### src/rtl/controller_op_stack_if.sv
// Operator-stack bus between the infix-parsing controller (master) and the
// operator stack (slave): push/pop/clear commands in, top-of-stack status out.
`ifndef CO_N
`define CO_N 8
`endif

interface controller_op_stack_if #(
   parameter int WIDTH = `CO_N,
   parameter int CW    = 5
);
   logic             op_push;
   logic             op_pop;
   logic             op_clear;
   logic [WIDTH-1:0] op_din;
   logic [WIDTH-1:0] op_data;
   logic             op_empty;
   logic             op_full;
   logic [CW-1:0]    op_count;
   logic             op_err;

   modport master (
      output op_push, op_pop, op_clear, op_din,
      input  op_data, op_empty, op_full, op_count, op_err
   );

   modport slave (
      input  op_push, op_pop, op_clear, op_din,
      output op_data, op_empty, op_full, op_count, op_err
   );
endinterface

### src/rtl/controller_op_stack.sv
// Operator stack feeding the precedence stage; the top entry is kept in its
// own register so op_data is a pure flop output with no read-mux behind it.
`ifndef CO_N
`define CO_N 8
`endif

module controller_op_stack #(
   parameter int WIDTH = `CO_N,
   parameter int DEPTH = 16,
   parameter int CW    = 5
) (
   input  logic                  i_clk,
   input  logic                  i_rst_n,
   controller_op_stack_if.slave  io_op
);
   localparam int            AW      = CW - 1;
   localparam logic [CW-1:0] C_ZERO  = CW'(1'b0);
   localparam logic [CW-1:0] C_ONE   = CW'(1'b1);
   localparam logic [CW-1:0] C_TWO   = CW'(2'd2);
   localparam logic [CW-1:0] C_DEPTH = CW'(DEPTH);

   logic [WIDTH-1:0] r_mem [DEPTH];
   logic [CW-1:0]    r_count;
   logic [WIDTH-1:0] r_top;
   logic             r_err;

   logic [CW-1:0]    w_count_nxt;
   logic [WIDTH-1:0] w_top_nxt;
   logic             w_err_nxt;
   logic             w_wr_en;
   logic [AW-1:0]    w_wr_addr;
   logic [AW-1:0]    w_top_idx;
   logic [AW-1:0]    w_below_idx;
   logic             w_empty;
   logic             w_full;

   assign w_empty     = (r_count == C_ZERO);
   assign w_full      = (r_count == C_DEPTH);
   assign w_top_idx   = AW'(r_count - C_ONE);
   assign w_below_idx = AW'(r_count - C_TWO);

   // Next-state decode of the command priority for count, top, error and write port
   always_comb begin
      w_count_nxt = r_count;
      w_top_nxt   = r_top;
      w_err_nxt   = r_err;
      w_wr_en     = 1'b0;
      w_wr_addr   = AW'(1'b0);
      if (io_op.op_clear) begin
         w_count_nxt = C_ZERO;
         w_top_nxt   = WIDTH'(1'b0);
         w_err_nxt   = 1'b0;
      end else begin
         case ({io_op.op_push, io_op.op_pop})
            2'b10: begin
               if (!w_full) begin
                  w_wr_en     = 1'b1;
                  w_wr_addr   = AW'(r_count);
                  w_count_nxt = r_count + C_ONE;
                  w_top_nxt   = io_op.op_din;
               end else begin
                  w_err_nxt   = 1'b1;
               end
            end
            2'b01: begin
               if (!w_empty) begin
                  w_count_nxt = r_count - C_ONE;
                  // Entry below the current top becomes visible; nothing below a single entry
                  if (r_count == C_ONE) begin
                     w_top_nxt = WIDTH'(1'b0);
                  end else begin
                     w_top_nxt = r_mem[w_below_idx];
                  end
               end else begin
                  w_err_nxt   = 1'b1;
               end
            end
            2'b11: begin
               w_wr_en   = 1'b1;
               w_top_nxt = io_op.op_din;
               if (!w_empty) begin
                  w_wr_addr   = w_top_idx;
               end else begin
                  w_wr_addr   = AW'(1'b0);
                  w_count_nxt = C_ONE;
                  w_err_nxt   = 1'b1;
               end
            end
            default: begin
               w_count_nxt = r_count;
            end
         endcase
      end
   end

   // Control state: count, registered top and sticky error with synchronous reset
   always_ff @(posedge i_clk) begin
      if (!i_rst_n) begin
         r_count <= C_ZERO;
         r_top   <= WIDTH'(1'b0);
         r_err   <= 1'b0;
      end else begin
         r_count <= w_count_nxt;
         r_top   <= w_top_nxt;
         r_err   <= w_err_nxt;
      end
   end

   // Storage array; contents after reset are don't-care so it carries no reset
   always_ff @(posedge i_clk) begin
      if (i_rst_n && w_wr_en) begin
         r_mem[w_wr_addr] <= io_op.op_din;
      end
   end

   assign io_op.op_data  = r_top;
   assign io_op.op_count = r_count;
   assign io_op.op_err   = r_err;
   assign io_op.op_empty = w_empty;
   assign io_op.op_full  = w_full;
endmodule

### src/flat_wrapper.sv
// flat-port wrapper written by rule: the top's interface ports become plain ports
module controller_op_stack_flat 
#(
   parameter int WIDTH = `CO_N,
   parameter int DEPTH = 16,
   parameter int CW    = 5
)
  (i_clk, i_rst_n, io_op_op_push, io_op_op_pop, io_op_op_clear, io_op_op_din, io_op_op_data, io_op_op_empty, io_op_op_full, io_op_op_count, io_op_op_err);
  controller_op_stack_if #(.WIDTH(WIDTH), .CW(CW)) io_op_i ();
  input  logic i_clk;
  input  logic i_rst_n;
  input wire logic [$bits(io_op_i.op_push)-1:0] io_op_op_push;
  input wire logic [$bits(io_op_i.op_pop)-1:0] io_op_op_pop;
  input wire logic [$bits(io_op_i.op_clear)-1:0] io_op_op_clear;
  input wire logic [$bits(io_op_i.op_din)-1:0] io_op_op_din;
  output wire logic [$bits(io_op_i.op_data)-1:0] io_op_op_data;
  output wire logic [$bits(io_op_i.op_empty)-1:0] io_op_op_empty;
  output wire logic [$bits(io_op_i.op_full)-1:0] io_op_op_full;
  output wire logic [$bits(io_op_i.op_count)-1:0] io_op_op_count;
  output wire logic [$bits(io_op_i.op_err)-1:0] io_op_op_err;
  assign io_op_i.op_push = io_op_op_push;
  assign io_op_i.op_pop = io_op_op_pop;
  assign io_op_i.op_clear = io_op_op_clear;
  assign io_op_i.op_din = io_op_op_din;
  assign io_op_op_data = io_op_i.op_data;
  assign io_op_op_empty = io_op_i.op_empty;
  assign io_op_op_full = io_op_i.op_full;
  assign io_op_op_count = io_op_i.op_count;
  assign io_op_op_err = io_op_i.op_err;
  controller_op_stack #(.WIDTH(WIDTH), .DEPTH(DEPTH), .CW(CW)) u_core (.i_clk(i_clk), .i_rst_n(i_rst_n), .io_op(io_op_i));
endmodule
### config.mk
export PLATFORM = sky130hd
export DESIGN_NAME = controller_op_stack_flat
export DESIGN_NICKNAME = d
export VERILOG_FILES = /design/src/rtl/controller_op_stack_if.sv /design/src/rtl/controller_op_stack.sv /design/src/flat_wrapper.sv
export SDC_FILE = /design/constraint.sdc
export NUM_CORES = 1
export LEC_CHECK = 0
export BUFFER_PORTS_ARGS = -buffer_cell sky130_fd_sc_hd__buf_2
export CORE_AREA = 4 4 94 162
export DETAILED_ROUTE_END_ITERATION = 8
export DIE_AREA = 0 0 98 166
export PLACE_DENSITY_LB_ADDON = 0.3
export SYNTH_ARGS = -nofsm -noshare
export SYNTH_HDL_FRONTEND = slang
export SYNTH_SLANG_ARGS = --single-unit
export TNS_END_PERCENT = 100
### constraint.sdc
create_clock -name i_clk -period 3.5 [get_ports i_clk]
set_input_delay 0.175 -clock i_clk [delete_from_list [all_inputs] [get_ports i_clk]]
set_output_delay 0.175 -clock i_clk [all_outputs]
set_load 0.02 [all_outputs]
==> flow_summary.yaml, run 1 <==
final_layout:
  multi_input_area_um2: 1810
  final_common_cell: "edfxtp_1"
  antennaDiodeCount: 0
  design_area_um2: 7080
  n_fill_cell: 1150
  syn_to_final_growth_pct: 16.1
  drive_gt1_frac: 0.260
  final_util: 0.509
  nNetsFinal: 445
  seqCellArea_um2: 4130
  layout_common_cells: "edfxtp_1, nor2_1, mux4_2, buf_2, nand3_1"
sta:
  fin_crit_sh: 0.827
  rsz0062_at_grt: "false"
  drv_slew: 0
  tightest_slew_ps: 740
  slew_headroom: 0.505
  holdWs_ps: 188
  fmax_ghz: 0.345
  hold_viol: 0
  fin_crit_ps: 2900
  tns_ps: 0
  setup_violations: 0
  fin_skew_ps: 11.0
status:
  status: "finished clean"
setup_path:
  required_ps: 3550
  start_kind: "register"
  crit_path_end_kind: "register"
  arrival_ps: 2940
  path_max_fanout: 8
  crit_type: "register to register"
routing:
  vias: 3499
  drt_wl_total_um: 14100
  via_per_inst: 5.69
  wl_per_cell_um: 22.9
  route.antenna.remaining_nets: 0
  drtIter0Drc: 256
  first_pass_iters: 4
  drc_errors: 0
clocking:
  post-cts-setup-buffers: 0
  clkTransAtPathRegs_ps: 60
  clk_latency_ps: 420
  cts_tree: "yes"
  cts_max_level: 4
  numCtsBuffers: 17
  root_buffer: "clkbuf_16"
  ctsHoldBuffers: 0
  cts_num_sinks: 142
  clockBufferDepth: 2
  cts_resized: 0
grt:
  grt_max_degree: 43
  grt-ovfl-total: 0
  grt_pass1_vias: 3615
  grt_usage: 0.182
  antenna_found_initial: 0
  grt_pass1_wl_um: 21600
power:
  fin_total_pwr_mw: 4.11
  power.density_nw_per_um2: 580
  ir_drop_mv: 0.272
  p_leak_nw: 2.37
placed_design:
  gp_congestion: 0.862
  dpl_cell_area_um2: 6460
  hpwl_um: 9740
  port_buffers: 28
yosys:
  yosysUniqueCellTypes: 52
  ys.flop_type: "edfxtp_1"
  synth_async_sr_flop_share: 0
  ys_seq_elements: 142
  syn_inst: 383
  avgSynthCellArea_um2: 15.9
  ys_warn_count: 0
  synth_edf_count: 128
  yosysSeqAreaShare: 0.676
  syn-num-nets: 403
  synth_area_um2: 6100
die:
  start_util: 0.439
  dieArea_um2: 16300
  fp.dieH_um: 166
  core_um2: 13900
  placementRows: 57
  die_x_um: 98
  io_pins: 29
hold_path:
  min_path_type: "primary input to register"
job:
  drv_cap: 0
[critical path, cell delays in order (launching register included)]
cell     delay, ps
dfxtp_1        310
inv_1          200
ha_1           300
or4b_1         600
nand4_1        200
nand2_1         70
or3_4          350
nor2_1         500
[Yosys cell counts, types with 3 or more instances]
cell type / number / area share
a21o_1: 7 / 0.0086
a21oi_1: 11 / 0.0090
a22o_1: 6 / 0.0086
buf_2: 7 / 0.0057
buf_4: 4 / 0.0049
buf_6: 4 / 0.0074
clkbuf_1: 7 / 0.0043
dfxtp_1: 14 / 0.046
edfxtp_1: 128 / 0.63
ha_1: 7 / 0.014
inv_1: 7 / 0.0043
mux2i_1: 6 / 0.0098
mux4_2: 30 / 0.11
nand2_1: 19 / 0.012
nand2b_1: 4 / 0.0041
nand3_1: 20 / 0.016
nand4_1: 4 / 0.0041
nor2_1: 35 / 0.022
nor2b_1: 5 / 0.0051
nor3_1: 3 / 0.0025
o21ai_0: 10 / 0.0082
o22ai_1: 3 / 0.0031
xor2_1: 3 / 0.0043
[power breakdown]
| group | internal (mW) | switching (mW) | total, mW |
|---|---|---|---|
| registers | 1.86 | 0.00673 | 1.87 |
| clock network | 1.19 | 0.680 | 1.87 |
| logic | 0.133 | 0.232 | 0.365 |
[final cells by class]
type | instances | area share
Clock buffer | 18 | 0.0606
Clock inverter | 14 | 0.0269
Multi-Input combinational cell | 210 | 0.255
Sequential cell | 142 | 0.583
Timing Repair Buffer | 47 | 0.0399
Tap cell | 177 | 0.0313
Inverter | 7 | 0.00371
[stage by stage]
step	setup slack [ps]	instances
floorplan	494	383
global placement	617	583
detailed placement	581	583
CTS	596	615
global route	420	615
finish	604	615
[routing by layer]
metal,vias up,part of all wire,global-route usage
met1,1755,0.37,0.205
met4,0,0.062,0.124
li1,1586,-,-
met3,33,0.047,0.0441
met5,-,0,0
met2,125,0.52,0.301
[cell families after synthesis]
group	synth area share
adders and majority gates	0.0144
xor gates and xnor gates	0.00718
buffers and inverters	0.0279
AOI/OAI and AO/OA	0.0693
muxes	0.124
DFF	0.676
and+or+nand+nor	0.0810
[flip-flops by register name (all words and copies together), names as in the netlist]
name	cells
u_core.r_mem	128
u_core.io_op.op_err	1
u_core.io_op.op_data	8
u_core.io_op.op_count	5
[final timing paths]
path / startpoint / end / slack (ps) / depth (start not counted)
setup / recovery: u_core.io_op.op_count[1] / u_core.r_mem[8][7] / 600 / 7
hold / removal: io_op_op_din[6] / u_core.r_mem[8][6] / 190 / 1
setup reg to reg: u_core.io_op.op_count[1] / u_core.r_mem[8][7] / 600 / 7
hold reg to reg: u_core.io_op.op_data[4] / u_core.io_op.op_data[4] / 490 / 1
No activity file was read; power rests on OpenSTA's default activity.
==> inputs of run 2 (changes only) <==
==> constraint.sdc (replaced) <==
create_clock -name i_clk -period 2.86 [get_ports i_clk]
set_input_delay 0.143 -clock i_clk [delete_from_list [all_inputs] [get_ports i_clk]]
set_output_delay 0.143 -clock i_clk [all_outputs]
set_load 0.02 [all_outputs]
==> run 2 against run 1 <==
Wire length rose by 1.0%. Power rose by 20%. Sequential power rose by 22%. First-iteration DRC count fell by 7.8%. Critical path depth rose by 1. Non-clock buffer count rose by 7. Cell count rose by 1.1%. Worst setup slack got worse by 420 ps. Clock-buffer cell count fell by 1. Combinational power rose by 27%. Clock power rose by 16%. Largest cell class unchanged. Highest routed layer unchanged.
==> flow_summary.yaml, run 2 (synthesized netlist as in run 1, its figures left out) <==
final_layout:
  final_common_cell: "edfxtp_1"
  antennaDiodeCount: 0
  drive_gt1_frac: 0.303
  final_util: 0.515
  largest_reg_flops: 128
  nNetsFinal: 452
  syn_to_final_growth_pct: 17.5
  n_fill_cell: 1148
  largest-register: "u_core.r_mem"
  layout_common_cells: "edfxtp_1, mux4_2, nor2_1, buf_2, buf_4"
clocking:
  ctsHoldBuffers: 0
  cts_tree: "yes"
  cts_num_sinks: 142
  root_buffer: "clkbuf_16"
  clockBufferDepth: 2
  cts_max_level: 4
  clkTransAtPathRegs_ps: 70
  numCtsBuffers: 17
  cts_resized: 0
  clk_latency_ps: 420
  post-cts-setup-buffers: 0
sta:
  tightest_slew_ps: 789
  fin_skew_ps: 9.68
  fin_crit_sh: 0.937
  setup_violations: 0
  fin_crit_ps: 2680
  fin_ws_ps: 181
  slew_headroom: 0.472
  rsz0062_at_grt: "false"
  fmax_ghz: 0.373
  hold_viol: 0
  tns_ps: 0
  drv_slew: 0
setup_path:
  slowest_delay_ps: 530
  r2r_setup_slack_ps: 180
  crit_path_cell_trace: "inv_2 -> ha_2 -> or4b_1 -> buf_4 -> o21ai_0 -> o21a_1 -> nand4_1 -> nor2_2"
  crit_type: "register to register"
  arrival_ps: 2750
  cp_slowest_cell: "or4b_1"
  crit_path_end_kind: "register"
  required_ps: 2930
  path_max_fanout: 8
  start_kind: "register"
routing:
  drtIter0Drc: 236
  drc_errors: 0
  first_pass_iters: 4
  wl_per_cell_um: 22.9
  vias: 3557
  via_per_inst: 5.72
  drt_wl_total_um: 14200
  route.antenna.remaining_nets: 0
grt:
  grt-ovfl-total: 0
  grt_usage: 0.183
  grt_pass1_vias: 3758
  grt_pass1_wl_um: 22100
  antenna_found_initial: 0
  grt_max_degree: 27
power:
  switching_share: 0.248
  fin_total_pwr_mw: 4.92
  p_leak_nw: 2.40
  p_sw_mw: 1.22
  p_comb_frac: 0.094
  seqPwrFrac: 0.465
  power.density_nw_per_um2: 687
  intPower_mw: 3.70
  pwr-share-clk: 0.441
  ir_drop_mv: 0.313
die:
  core_um2: 13900
  placementRows: 57
  die_x_um: 98
  fp.dieH_um: 166
  io_pins: 29
  start_util: 0.439
  dieArea_um2: 16300
placed_design:
  hpwl_um: 10000
  port_buffers: 28
  preCtsSetupSlack_ps: 181
  gp_congestion: 0.953
hold_path:
  min_path_type: "primary input to register"
job:
  drv_cap: 0
status:
  status: "finished clean"
==> run 2: changes by cell type in the layout (fill, tap and decap cells not counted), moves of 2 or more <==
cell        previous run  this run
nor2_1                35        28
buf_4                 19        25
inv_6                  2         6
inv_8                  0         4
nor2_4                 0         4
bufinv_16              4         1
nor2_2                 0         3
clkinv_1               2         0
clkinvlp_4             3         1
==> run 2: through the flow <==
stage	hold WS (ps)	cell area [µm²]	cells
2_1_floorplan	242	6150	383
3_3_place_gp	459	6580	590
3_5_place_dp	469	6580	590
4_1_cts	131	7170	622
5_1_grt	146	7170	622
6_report	149	7170	622
==> run 2: final timing paths <==
| check | cells after the start | from | end |
|---|---|---|---|
| setup / recovery | 8 | u_core.io_op.op_count[1] | u_core.r_mem[8][0] |
| hold / removal | 1 | io_op_op_din[0] | u_core.r_mem[12][0] |
| setup reg to reg | 8 | u_core.io_op.op_count[1] | u_core.r_mem[8][0] |
| hold reg to reg | 2 | u_core.io_op.op_err | u_core.io_op.op_err |
==> run 2: worst max-delay path, delay by kind of cell (launching register included) <==
family / cells / cell delay, ps
AO/OA/AOI/OAI: 2 / 270
adder cells (fa/ha/maj): 1 / 240
buffers and inverters: 2 / 320
flip-flops: 1 / 320
AND/OR/NAND/NOR: 3 / 1190
==> run 2: power by group through the flow <==
stage,Clock (mW),Sequential [mW],Combinational (mW)
finish,2.17,2.29,0.463
global route,2.30,2.29,0.502
CTS,2.21,2.29,0.468
detailed placement,0,2.33,0.467
global placement,0,2.33,0.466
floorplan,0,2.35,0.293
==> run 2: final cells by class <==
cell class	count	area, µm²	share of cell area
flip-flops and latches	142	4130	0.576
well taps	177	221	0.0309
clock buffers	17	425	0.0594
clock inverters	15	165	0.0230
multi-input cells	210	1850	0.259
inverters	7	26.3	0.00367
repair buffers	54	348	0.0485
==> run 2: layer usage <==
layer | up-vias | track usage | share of wire
met3 | 35 | 0.0340 | 0.043
met1 | 1796 | 0.212 | 0.37
met5 | - | 0 | 0
li1 | 1612 | - | -
met4 | 0 | 0.130 | 0.064
met2 | 114 | 0.301 | 0.52
